===== config.mk =====
export PLATFORM = sky130hd
export DESIGN_NAME = ps2_frame_receiver
export DESIGN_NICKNAME = d
export VERILOG_FILES = /design/src/rtl/ps2_frame_receiver.sv
export SDC_FILE = /design/constraint.sdc
export NUM_CORES = 1
export LEC_CHECK = 0
export ABC_AREA = 1
export BUFFER_PORTS_ARGS = -buffer_cell sky130_fd_sc_hd__buf_2
export CAP_MARGIN = 20
export CORE_ASPECT_RATIO = 1.2
export CORE_MARGIN = 2
export CORE_UTILIZATION = 35
export CTS_BUF_LIST = sky130_fd_sc_hd__clkbuf_2
export DETAILED_ROUTE_END_ITERATION = 10
export PLACE_DENSITY = 0.55
export SETUP_SLACK_MARGIN = 0.15
export SYNTH_ARGS = -nofsm -noshare
export SYNTH_HDL_FRONTEND = slang
export SYNTH_SLANG_ARGS = --single-unit
export TNS_END_PERCENT = 20

===== constraint.sdc =====
create_clock -name clk -period 8.3 [get_ports clk]
set_clock_uncertainty 0.1 [all_clocks]
set_input_delay 2.075 -clock clk [delete_from_list [all_inputs] [get_ports clk]]
set_output_delay 2.075 -clock clk [all_outputs]
set_load 0.05 [all_outputs]

===== src/rtl/ps2_frame_receiver.sv =====
// PS/2 device-to-host frame receiver: input synchroniser and glitch filter, an
// 11-bit frame FSM with parity/stop/timeout checking, and a small scan-code FIFO.
module ps2_frame_receiver #(
  parameter int unsigned FILTER_LEN = 8,
  parameter int unsigned TIMEOUT    = 50000,
  parameter int unsigned FIFO_DEPTH = 4
) (
  input  logic       clk,
  input  logic       reset,
  input  logic       ps2_clk,
  input  logic       ps2_dat,
  input  logic       read,
  output logic [7:0] scan_code,
  output logic       scan_ready,
  output logic       parity_err,
  output logic       frame_err,
  output logic       overflow
);

  localparam int unsigned FiltW = $clog2(FILTER_LEN + 1);
  localparam int unsigned TmoW  = $clog2(TIMEOUT + 1);
  localparam int unsigned PtrW  = $clog2(FIFO_DEPTH);
  localparam int unsigned CntW  = $clog2(FIFO_DEPTH + 1);

  typedef enum logic [1:0] {StIdle, StData, StParity, StStop} state_e;

  logic             clk_s1_q, clk_s2_q, dat_s1_q, dat_s2_q;
  logic             filt_clk_q, filt_clk_d;
  logic [FiltW-1:0] filt_cnt_q, filt_cnt_d;
  logic             fedge;

  state_e           state_q, state_d;
  logic [2:0]       bit_cnt_q, bit_cnt_d;
  logic [7:0]       shift_q, shift_d;
  logic             par_q, par_d;
  logic [TmoW-1:0]  tmo_q, tmo_d;
  logic             push;
  logic             perr_q, perr_d, ferr_q, ferr_d, ovf_q, ovf_d;

  logic [7:0]       mem_q [FIFO_DEPTH];
  logic [7:0]       mem_d [FIFO_DEPTH];
  logic [PtrW-1:0]  wr_ptr_q, wr_ptr_d, rd_ptr_q, rd_ptr_d;
  logic [CntW-1:0]  cnt_q, cnt_d;
  logic [7:0]       scan_code_q, scan_code_d;
  logic             pop, full, do_push;

  always_comb begin
    // Glitch filter: the level flips only on the FILTER_LEN-th consecutive differing sample.
    filt_clk_d = filt_clk_q;
    filt_cnt_d = '0;
    if (clk_s2_q != filt_clk_q) begin
      if (filt_cnt_q == FiltW'(FILTER_LEN - 1)) filt_clk_d = clk_s2_q;
      else                                      filt_cnt_d = filt_cnt_q + 1'b1;
    end
    fedge = filt_clk_q & ~filt_clk_d;

    state_d   = state_q;
    bit_cnt_d = bit_cnt_q;
    shift_d   = shift_q;
    par_d     = par_q;
    push      = 1'b0;
    perr_d    = 1'b0;
    ferr_d    = 1'b0;
    tmo_d     = (state_q == StIdle || fedge) ? '0 : tmo_q + 1'b1;

    case (state_q)
      StIdle: begin
        if (fedge && !dat_s2_q) begin
          state_d   = StData;
          bit_cnt_d = '0;
        end
      end
      StData: begin
        if (fedge) begin
          shift_d[bit_cnt_q] = dat_s2_q;
          bit_cnt_d          = bit_cnt_q + 1'b1;
          if (bit_cnt_q == 3'd7) state_d = StParity;
        end
      end
      StParity: begin
        if (fedge) begin
          par_d   = dat_s2_q;
          state_d = StStop;
        end
      end
      StStop: begin
        if (fedge) begin
          state_d = StIdle;
          if (!dat_s2_q)                 ferr_d = 1'b1;
          else if (!(^{shift_q, par_q})) perr_d = 1'b1;
          else                           push   = 1'b1;
        end
      end
      default: state_d = StIdle;
    endcase

    if (state_q != StIdle && !fedge && tmo_q == TmoW'(TIMEOUT - 1)) begin
      state_d = StIdle;
      ferr_d  = 1'b1;
    end

    // FIFO; a push into a full FIFO survives only if the same cycle pops.
    pop      = read && (cnt_q != '0);
    full     = (cnt_q == CntW'(FIFO_DEPTH));
    do_push  = push && (!full || pop);
    ovf_d    = push && full && !pop;
    mem_d    = mem_q;
    wr_ptr_d = wr_ptr_q;
    rd_ptr_d = rd_ptr_q;
    if (do_push) begin
      mem_d[wr_ptr_q] = shift_q;
      wr_ptr_d        = wr_ptr_q + 1'b1;
    end
    if (pop) rd_ptr_d = rd_ptr_q + 1'b1;
    case ({do_push, pop})
      2'b10:   cnt_d = cnt_q + 1'b1;
      2'b01:   cnt_d = cnt_q - 1'b1;
      default: cnt_d = cnt_q;
    endcase
    scan_code_d = (cnt_d != '0) ? mem_d[rd_ptr_d] : scan_code_q;
  end

  always_ff @(posedge clk or posedge reset) begin
    if (reset) begin
      clk_s1_q    <= 1'b1;
      clk_s2_q    <= 1'b1;
      dat_s1_q    <= 1'b1;
      dat_s2_q    <= 1'b1;
      filt_clk_q  <= 1'b1;
      filt_cnt_q  <= '0;
      state_q     <= StIdle;
      bit_cnt_q   <= '0;
      shift_q     <= '0;
      par_q       <= 1'b0;
      tmo_q       <= '0;
      perr_q      <= 1'b0;
      ferr_q      <= 1'b0;
      ovf_q       <= 1'b0;
      mem_q       <= '{default: '0};
      wr_ptr_q    <= '0;
      rd_ptr_q    <= '0;
      cnt_q       <= '0;
      scan_code_q <= '0;
    end else begin
      clk_s1_q    <= ps2_clk;
      clk_s2_q    <= clk_s1_q;
      dat_s1_q    <= ps2_dat;
      dat_s2_q    <= dat_s1_q;
      filt_clk_q  <= filt_clk_d;
      filt_cnt_q  <= filt_cnt_d;
      state_q     <= state_d;
      bit_cnt_q   <= bit_cnt_d;
      shift_q     <= shift_d;
      par_q       <= par_d;
      tmo_q       <= tmo_d;
      perr_q      <= perr_d;
      ferr_q      <= ferr_d;
      ovf_q       <= ovf_d;
      mem_q       <= mem_d;
      wr_ptr_q    <= wr_ptr_d;
      rd_ptr_q    <= rd_ptr_d;
      cnt_q       <= cnt_d;
      scan_code_q <= scan_code_d;
    end
  end

  assign scan_code  = scan_code_q;
  assign scan_ready = (cnt_q != '0);
  assign parity_err = perr_q;
  assign frame_err  = ferr_q;
  assign overflow   = ovf_q;

endmodule


==> flow_summary_export.csv, run 1 <==
group,metric,value,unit
outcome,status,"complete, no violations",
floorplanning,rows,47,
clock_network,ctsResizeCount,0,
run,cap_violations,0,
synthesis,yosysUniqueCellTypes,41,
synthesis,synth-main-ff-cell,"dfrtp_1",
clock_network,clock_sinks,89,
placed_design,port_buffers,16,
timing,min_period,4.718,ns
timing,setup_tns,0,ns
clock_network,cts.clk_slew.worst_paths,0.25,ns
synthesis,async_reset_ff_share,100.0,%
synthesis,synth_top_area_share,42.31,%
clock_network,postCtsHoldBufs,0,
cells_and_area,mostFrequentLayoutCells,"nand2_1 (168), dfrtp_1 (84), inv_1 (75)",
cells_and_area,design_area,5275,sq um
clock_network,clk_latency,0.56,ns
worst_hold_path,hold_path.class,"reg2reg",
synthesis,synth_top_area_cell,"dfrtp_1",
grt,grt_pass1_wl,18850,um
timing,rsz0062_at_grt,"no",
detailed_routing,route.detailed.drc,0,
clock_network,clock_path_buffers,2,
grt,overflow,0,
placed_design,dp_slack,2.970,ns
floorplanning,ios,17,
pwr,p_per_area,161.8,nW/um^2
critical_path,crit_type,"in2reg",
timing,hold_ws,0.2486,ns
synthesis,syn_nets,642,
cells_and_area,nFillCells,1389,
timing,period_share,56.84,%
timing,slew_headroom,47.45,%
clock_network,cts_setup_buffers,0,
critical_path,crit_required,8.70,ns
placed_design,dpl_cell_area,5142,sq um
floorplanning,fp.dieH,134.5,um
critical_path,end_kind,"flop",
timing,setup_violations,0,
synthesis,syn-cell-area,4969,sq um
cells_and_area,nets,656,
cells_and_area,layout_commonest_cell,"nand2_1",
detailed_routing,routedWlPerCell,13.15,um
pwr,peakVddDrop,93.06,uV
timing,tightest_slew,0.7882,ns
detailed_routing,wl,10690,um
synthesis,synthCells,623,
grt,antenna_found_initial,0,
cells_and_area,area_delta_synth_final,6.170,%
placed_design,placed_cells,797,
cells_and_area,layout.cells.non_filler,813,
cells_and_area,multi_input_area,2288,sq um
floorplanning,die_w,112.8,um
detailed_routing,via_count,4017,
clock_network,cts-root-buf,"clkbuf_2",
grt,grt_pass1_vias,4073,
timing,fmax,212.0,MHz
floorplanning,dieArea,15170,sq um
clock_network,cts_tree,"built",
synthesis,ys_ff_latch,89,
synthesis,syn_avg_cell_area,7.975,sq um
cells_and_area,layout-drive-gt1-share,14.17,%
critical_path,cp.arrival,5.12,ns
detailed_routing,drt_pre_antenna_iters,5,
placed_design,dp_hpwl,7401,um
timing,hold_viol_final,0,
synthesis,yosys_warnings,0,
clock_network,ctsHtreeMaxLevel,3,
critical_path,startpoint_type,"input port",
synthesis,synthTopCellsByArea,"dfrtp_1 (42%), nand2_1 (13%), nand3_1 (7.3%)",
synthesis,synth-edff-count,0,
synthesis,yosysSeqAreaShare,44.95,%
timing,fin_ws,3.582,ns
critical_path,critPathMaxFanout,36,
cells_and_area,ff_latch_area,2233,sq um
detailed_routing,ant_nets,0,
floorplanning,start_util,35.95,%
floorplanning,coreArea,13820,sq um
grt,grt_max_degree,63,
clock_network,cts_buffers,9,
detailed_routing,viasPerCell,4.941,
grt,grt_use_total,15.45,%
cells_and_area,diodes,0,
placed_design,gp_congestion,0.7745,
detailed_routing,drtIter0Drc,261,
pwr,power_leakage,2.672,nW
timing,slew_viol_final,0,
## area by class of cell
type                            instances  area share [%]
Clock inverter                          6           1.565
Clock buffer                           10          0.9488
Timing Repair Buffer                   18           1.803
Tap cell                              171           4.056
Multi-Input combinational cell        437           43.38
Sequential cell                        89           42.34
Inverter                               82           5.906
## logic make-up after synthesis
family / Yosys count / share of synthesized area [%]
simple gates: 340 / 32.91
flops: 89 / 44.95
compound gates: 75 / 7.857
buf+inv: 97 / 8.990
fa+ha+maj: 14 / 3.677
xor+xnor: 7 / 1.385
mux: 1 / 0.2266
## worst paths after layout
path / from / endpoint / slack, ns / depth (start not counted)
worst max-delay path: read / scan_code[1]$_DFFE_PP0P_ / 3.58 / 14
worst min-delay path: clk_s1_q$_DFF_PP1_ / clk_s2_q$_DFF_PP1_ / 0.25 / 0
worst max register to register: filt_cnt_q[0]$_DFF_PP0_ / scan_code[1]$_DFFE_PP0P_ / 4.51 / 15
worst min register to register: clk_s1_q$_DFF_PP1_ / clk_s2_q$_DFF_PP1_ / 0.25 / 0
max in group asynchronous: reset / wr_ptr_q[0]$_DFFE_PP0N_ / 5.58 / 3
min in group asynchronous: reset / tmo_q[12]$_DFF_PP0_ / 1.37 / 2
## synthesized netlist by cell type, drive strengths merged (2+ instances only)
cell,number
nand3,94
nor3,6
nor2,45
xor2,6
a211oi,2
dfstp,5
clkbuf,5
a31oi,4
dfrtp,84
ha,13
nand4,4
inv,82
nand2,186
a21oi,22
buf,10
o21ai,45
## metal layers
metal | part of all wire, % | track usage, %
met1 | 43 | 18.71
met2 | 51 | 26.68
met3 | 2.8 | 2.828
met4 | 2.6 | 7.114
met5 | 0 | 0
## report_power, final
| group | switching [mW] | internal, mW | total (mW) |
|---|---|---|---|
| combinational | 0.0848 | 0.0410 | 0.126 |
| sequential | 0.0195 | 0.460 | 0.479 |
| clock | 0.149 | 0.0994 | 0.248 |
| total | 0.253 | 0.600 | 0.854 |
## flip-flops by register name (all words and copies together) (netlist names), 2 cells and up
name and flops:
wr_ptr_q 2, tmo_q 16, shift_q 8, cnt_q 3
bit_cnt_q 3, state_q 2, filt_cnt_q 4, mem_q 32
rd_ptr_q 2, scan_code 8
## through the flow
stage	util (%)	power [mW]
CTS	38.17	0.8703
global route	38.17	0.9199
floorplan	-	0.5823
finish	38.17	0.8536
detailed placement	37.21	0.6155
global placement	37.21	0.6083
## critical path: stages
cell and delay (ns):
buf_2 0.07, nand2_1 0.08, nand3_2 0.07, buf_4 0.43, nand4_4 0.63, ha_1 0.45
inv_1 0.11, fa_1 0.41, o21ai_0 0.20, nor2_1 0.08, nand2_2 0.16, inv_1 0.15
nand2_1 0.09, nand2_1 0.06
No activity file was read; power rests on OpenSTA's default activity.
==> inputs of run 2 (changes only) <==
--- a/config.mk
+++ b/config.mk
@@ -5,7 +5,7 @@
 export SDC_FILE = /design/constraint.sdc
 export NUM_CORES = 1
 export LEC_CHECK = 0
-export ABC_AREA = 1
+export ABC_AREA = 0
 export BUFFER_PORTS_ARGS = -buffer_cell sky130_fd_sc_hd__buf_2
 export CAP_MARGIN = 20
 export CORE_ASPECT_RATIO = 1.2
==> constraint.sdc (replaced) <==
create_clock -name clk -period 4.54 [get_ports clk]
set_clock_uncertainty 0.1 [all_clocks]
set_input_delay 1.135 -clock clk [delete_from_list [all_inputs] [get_ports clk]]
set_output_delay 1.135 -clock clk [all_outputs]
set_load 0.05 [all_outputs]
==> flow_summary_export.csv, run 2 <==
group,metric,value,unit
outcome,status,"complete, no violations",
synthesis,synth_top_area_cell,"dfrtp_1",
critical_path,crit_type,"reg2reg",
cells_and_area,largestRegisters,"mem_q (32), tmo_q (16)",
timing,fmax,248.2,MHz
cells_and_area,layout-drive-gt1-share,28.68,%
placed_design,dp_hpwl,5618,um
cells_and_area,area_delta_synth_final,10.66,%
detailed_routing,top_layer_used,"met4",
critical_path,end_kind,"flop",
grt,grt_use_total,12.94,%
timing,hold_viol_final,0,
detailed_routing,drt_pre_antenna_iters,4,
cells_and_area,layout_commonest_cell,"dfrtp_1",
critical_path,rr_worst_depth,15,
cells_and_area,nets,408,
cells_and_area,post-route-util,39.51,%
grt,grt_pass1_vias,2877,
critical_path,r2r_end,"scan_code[7]$_DFFE_PP0P_",
synthesis,synth-main-ff-cell,"dfrtp_1",
critical_path,crit_family,"XOR/XNOR gates",
timing,slew_headroom,45.98,%
grt,grt_pass1_wl,13860,um
detailed_routing,routedWlPerCell,14.13,um
synthesis,synthMostInstantiatedCell,"dfrtp_1",
detailed_routing,viasPerCell,4.910,
synthesis,synth_top_area_share,49.05,%
timing,slew_viol_final,0,
synthesis,yosys_warnings,0,
critical_path,r2r-start,"shift_q[3]$_DFFE_PP0P_",
critical_path,path_cells,"xor2_1, xnor3_2, xnor2_4, nor2_1, nand2_4, ha_4, inv_1, fa_1, xor2_1, o21a_1, nor3_4, or2_2, nor2_1, a22o_1, a311o_1",
grt,grt_max_degree,47,
critical_path,max_stage_delay,0.55,ns
synthesis,synth-edff-count,0,
clock_network,cts_setup_buffers,0,
worst_hold_path,whs_endpoint,"dat_s2_q$_DFF_PP1_",
critical_path,critPathBufInv,1,
placed_design,dp_slack,0.1793,ns
timing,min_period,4.029,ns
detailed_routing,via_count,2725,
synthesis,ys_ff_latch,89,
cells_and_area,largest_reg_flops,32,
cells_and_area,mostFrequentLayoutCells,"dfrtp_1 (84), mux2_2 (45), nor2_1 (36)",
detailed_routing,dr_wl_met3,175,um
critical_path,critPathMaxFanout,8,
floorplanning,die_w,105.0,um
timing,tightest_slew,0.8093,ns
synthesis,yosysSeqAreaShare,52.12,%
detailed_routing,drt-met1-wl,3810,um
critical_path,slowest_stage,"xnor3_2",
timing,setup_tns,0,ns
critical_path,crit_required,4.92,ns
synthesis,syn_nets,383,
floorplanning,coreArea,12000,sq um
timing,hold_ws,0.2740,ns
timing,fin_ws,0.5112,ns
placed_design,gp_congestion,0.8062,
detailed_routing,drtIter0Drc,127,
detailed_routing,ant_nets,0,
timing,setup_violations,0,
pwr,p_per_area,378.0,nW/um^2
clock_network,clock_sinks,89,
detailed_routing,route.detailed.drc,0,
worst_hold_path,holdCritStartpoint,"dat_s1_q$_DFF_PP1_",
pwr,total_power,1.793,mW
clock_network,cts_buffers,9,
placed_design,port_buffers,16,
critical_path,rrSetupSlack,0.51,ns
critical_path,cp_num_cells,15,
cells_and_area,diodes,0,
pwr,peakVddDrop,182.6,uV
floorplanning,rows,44,
floorplanning,fp.dieH,125.2,um
cells_and_area,nFillCells,1201,
clock_network,cts-root-buf,"clkbuf_2",
clock_network,clock_path_buffers,2,
clock_network,cts.clk_slew.worst_paths,0.25,ns
detailed_routing,wl,7842,um
run,cap_violations,0,
timing,period_share,88.74,%
pwr,power_leakage,2.180,nW
critical_path,startpoint_type,"flop",
worst_hold_path,min_path_cells,0,
floorplanning,ios,17,
detailed_routing,met2_length,3790,um
synthesis,yosysUniqueCellTypes,54,
clock_network,ctsHtreeMaxLevel,3,
grt,antenna_found_initial,0,
critical_path,cp.arrival,4.41,ns
synthesis,synthCells,364,
synthesis,syn-cell-area,4285,sq um
synthesis,syn_avg_cell_area,11.77,sq um
cells_and_area,max_flop_register,"mem_q",
synthesis,synthTopCellsByArea,"dfrtp_1 (49%), mux2_2 (12%), ha_1 (3.8%)",
grt,overflow,0,
floorplanning,start_util,35.71,%
floorplanning,dieArea,13150,sq um
worst_hold_path,hold_path.class,"reg2reg",
synthesis,async_reset_ff_share,100.0,%
timing,rsz0062_at_grt,"no",
clock_network,clk_latency,0.53,ns
clock_network,cts_tree,"built",
synthesis,synth_common_cells,"dfrtp_1 (84), mux2_2 (45), nor2_1 (36)",
## run 2: worst max-delay path by stage
stage / startpoint / end / slack (ns)
after detailed placement: read / scan_code[7]$_DFFE_PP0P_ / 0.18
final: shift_q[3]$_DFFE_PP0P_ / scan_code[7]$_DFFE_PP0P_ / 0.51
after global routing: filt_cnt_q[0]$_DFF_PP0_ / scan_code[7]$_DFFE_PP0P_ / 0.20
after global placement: read / scan_code[7]$_DFFE_PP0P_ / 0.27
after floorplan: read / scan_code[7]$_DFFE_PP0P_ / 0.16
after CTS: shift_q[3]$_DFFE_PP0P_ / scan_code[7]$_DFFE_PP0P_ / 0.25
## run 2: what timing repair did
item,4_1_cts,5_1_grt
hold buffers,0,0
gates resized for setup,0,2
endpoints found under the setup margin,0,8
hold endpoints to repair,0,0
## run 2: routing by layer
metal / GRT usage [%] / vias to the layer above
li1: - / 1340
met1: 17.31 / 1347
met2: 21.16 / 33
met3: 2.711 / 5
met4: 3.843 / 0
met5: 0 / -
## run 2: cells by family (layout without fill, tap and decap cells)
family,count (synthesis),in the layout,share of synthesized area (%)
AOI/OAI and AO/OA,48,48,7.942
xor gates and xnor gates,27,27,6.657
adders and majority gates,14,14,4.263
buffers and inverters,20,50,2.160
DFF,89,89,52.12
muxes,46,46,12.06
and+or+nand+nor,120,120,14.80
## run 2: where the power goes
part	internal (mW)	switching (mW)
logic	0.193	0.315
clock network	0.0912	0.304
registers	0.847	0.0432
## run 2: worst reg2reg max path: stages (launching register included)
cell and delay (ns):
dfrtp_1 0.53, xor2_1 0.17, xnor3_2 0.55, xnor2_4 0.33, nor2_1 0.15, nand2_4 0.11
ha_4 0.13, inv_1 0.05, fa_1 0.37, xor2_1 0.24, o21a_1 0.21, nor3_4 0.06
or2_2 0.34, nor2_1 0.32, a22o_1 0.21, a311o_1 0.10
## run 2: per-stage QoR
stage	instances	cell area, sq um
floorplan	364	4330
global placement	539	4607
detailed placement	539	4607
CTS	555	4726
global route	555	4742
finish	555	4742
## run 2: cell type report
cell class / instances / area [sq um] / share of cell area [%]
flip-flops and latches: 89 / 2233 / 47.10
multi-input cells: 255 / 2013 / 42.45
well taps: 161 / 201.4 / 4.248
repair buffers: 23 / 132.6 / 2.797
inverters: 11 / 42.54 / 0.8971
clock inverters: 7 / 73.82 / 1.557
clock buffers: 9 / 45.04 / 0.9499
==> inputs of run 3 (changes only) <==
==> constraint.sdc (replaced) <==
create_clock -name clk -period 4.54 [get_ports clk]
set_clock_uncertainty 0.1 [all_clocks]
set_input_delay 0.908 -clock clk [delete_from_list [all_inputs] [get_ports clk]]
set_output_delay 0.908 -clock clk [all_outputs]
set_load 0.05 [all_outputs]
==> flow_summary_export.csv, run 3 (synthesis results as in run 2) <==
group,metric,value,unit
outcome,status,"complete, no violations",
clock_network,cts.clk_slew.worst_paths,0.28,ns
detailed_routing,drt_pre_antenna_iters,5,
pwr,p_per_area,372.2,nW/um^2
clock_network,ctsResizeCount,0,
floorplanning,die_w,105.0,um
timing,period_share,91.01,%
placed_design,dpl_cell_area,4568,sq um
pwr,power_leakage,2.155,nW
cells_and_area,layout_commonest_cell,"dfrtp_1",
placed_design,gp_congestion,0.8564,
critical_path,crit_required,4.93,ns
timing,hold_viol_final,0,
timing,rsz0062_at_grt,"no",
pwr,peakVddDrop,155.0,uV
timing,min_period,4.132,ns
run,cap_violations,0,
detailed_routing,viasPerCell,4.955,
grt,antenna_found_initial,0,
detailed_routing,drtIter0Drc,96,
critical_path,slowest_stage,"dfrtp_1",
grt,grt_pass1_vias,2872,
floorplanning,dieArea,13150,sq um
critical_path,critPathMostFrequentCell,"xor2_1",
placed_design,placed_cells,538,
critical_path,critPathBufInv,1,
detailed_routing,route.detailed.drc,0,
critical_path,critPathMaxFanout,10,
placed_design,dp_hpwl,5811,um
floorplanning,rows,44,
detailed_routing,routedWlPerCell,14.57,um
clock_network,cts_tree,"built",
pwr,total_power,1.742,mW
placed_design,port_buffers,16,
floorplanning,coreArea,12000,sq um
clock_network,cts-root-buf,"clkbuf_2",
clock_network,clk_latency,0.56,ns
critical_path,crit_family,"XOR/XNOR gates",
critical_path,cp.arrival,4.52,ns
timing,tightest_slew,0.6367,ns
cells_and_area,largestRegisters,"mem_q (32), tmo_q (16)",
cells_and_area,layout-drive-gt1-share,27.74,%
critical_path,end_kind,"flop",
floorplanning,ios,17,
timing,setup_tns,0,ns
detailed_routing,ant_nets,0,
clock_network,cts_setup_buffers,0,
timing,slew_viol_final,0,
detailed_routing,wl,8073,um
clock_network,clock_sinks,89,
worst_hold_path,hold_path.class,"in2async",
detailed_routing,via_count,2745,
critical_path,startpoint_type,"flop",
clock_network,cts_buffers,9,
cells_and_area,layout.cells.non_filler,554,
timing,setup_violations,0,
cells_and_area,max_flop_register,"mem_q",
timing,slew_headroom,57.25,%
floorplanning,fp.dieH,125.2,um
floorplanning,start_util,35.71,%
clock_network,postCtsHoldBufs,0,
timing,fmax,242.0,MHz
grt,grt_use_total,13.56,%
cells_and_area,area_delta_synth_final,9.197,%
cells_and_area,nFillCells,1249,
cells_and_area,mostFrequentLayoutCells,"dfrtp_1 (84), mux2_2 (45), nor2_1 (34)",
critical_path,max_stage_delay,0.56,ns
cells_and_area,diodes,0,
cells_and_area,design_area,4679,sq um
clock_network,ctsHtreeMaxLevel,3,
critical_path,path_cells,"xor2_1, xnor3_2, xnor2_2, nor2_1, nand2_1, ha_1, inv_1, fa_1, xor2_1, o21a_1, nor3_4, nor2b_1, and2_2, a22o_1, a311o_1",
cells_and_area,nets,407,
grt,grt_pass1_wl,14210,um
cells_and_area,largest_reg_flops,32,
critical_path,crit_type,"reg2reg",
grt,overflow,0,
clock_network,clock_path_buffers,2,
grt,grt_max_degree,36,
## run 3: cell count changes in the layout (fill, tap and decap cells not counted), sizes merged
cell,before,now
clkinv,5,3
buf,23,22
clkinvlp,0,1
inv,13,14
## run 3: through the flow
step	util, %	hold slack, ns	setup WS [ns]
floorplan	-	0.2452	0.2210
global placement	38.06	0.2470	0.3374
detailed placement	38.06	0.2479	0.2642
CTS	38.95	0.1986	0.3919
global route	38.99	0.1961	0.1569
finish	38.99	0.2160	0.4082
## run 3: area by class of cell
type | instances | area (sq um) | share of cell area, %
clock buffers | 9 | 45.04 | 0.9626
clock inverters | 7 | 61.31 | 1.310
inverters | 11 | 42.54 | 0.9091
multi-input cells | 255 | 1971 | 42.11
flip-flops and latches | 89 | 2233 | 47.73
well taps | 161 | 201.4 | 4.305
repair buffers | 22 | 125.1 | 2.674
## run 3: worst paths after layout
kind,from,end,slack (ns),depth (start not counted)
worst max-delay path,shift_q[3]$_DFFE_PP0P_,scan_code[7]$_DFFE_PP0P_,0.41,15
worst min-delay path,reset,mem_q[5]$_DFF_PP0_,0.22,2
worst max register to register,shift_q[3]$_DFFE_PP0P_,scan_code[7]$_DFFE_PP0P_,0.41,15
worst min register to register,clk_s1_q$_DFF_PP1_,clk_s2_q$_DFF_PP1_,0.27,0
max in group asynchronous,reset,rd_ptr_q[1]$_DFF_PP0_,3.27,3
min in group clk,clk_s1_q$_DFF_PP1_,clk_s2_q$_DFF_PP1_,0.27,0
## run 3: layer usage
metal  track usage, %  wire length [um]
met4            6.039               172
met2            22.04              3823
met1            16.97              3820
met3            3.545               257
met5                0                 0
## run 3: where the power goes
part / internal (mW) / total [mW] / switching, mW
sequential: 0.847 / 0.891 / 0.0447
clock: 0.0845 / 0.379 / 0.294
combinational: 0.164 / 0.472 / 0.307
total: 1.10 / 1.74 / 0.647
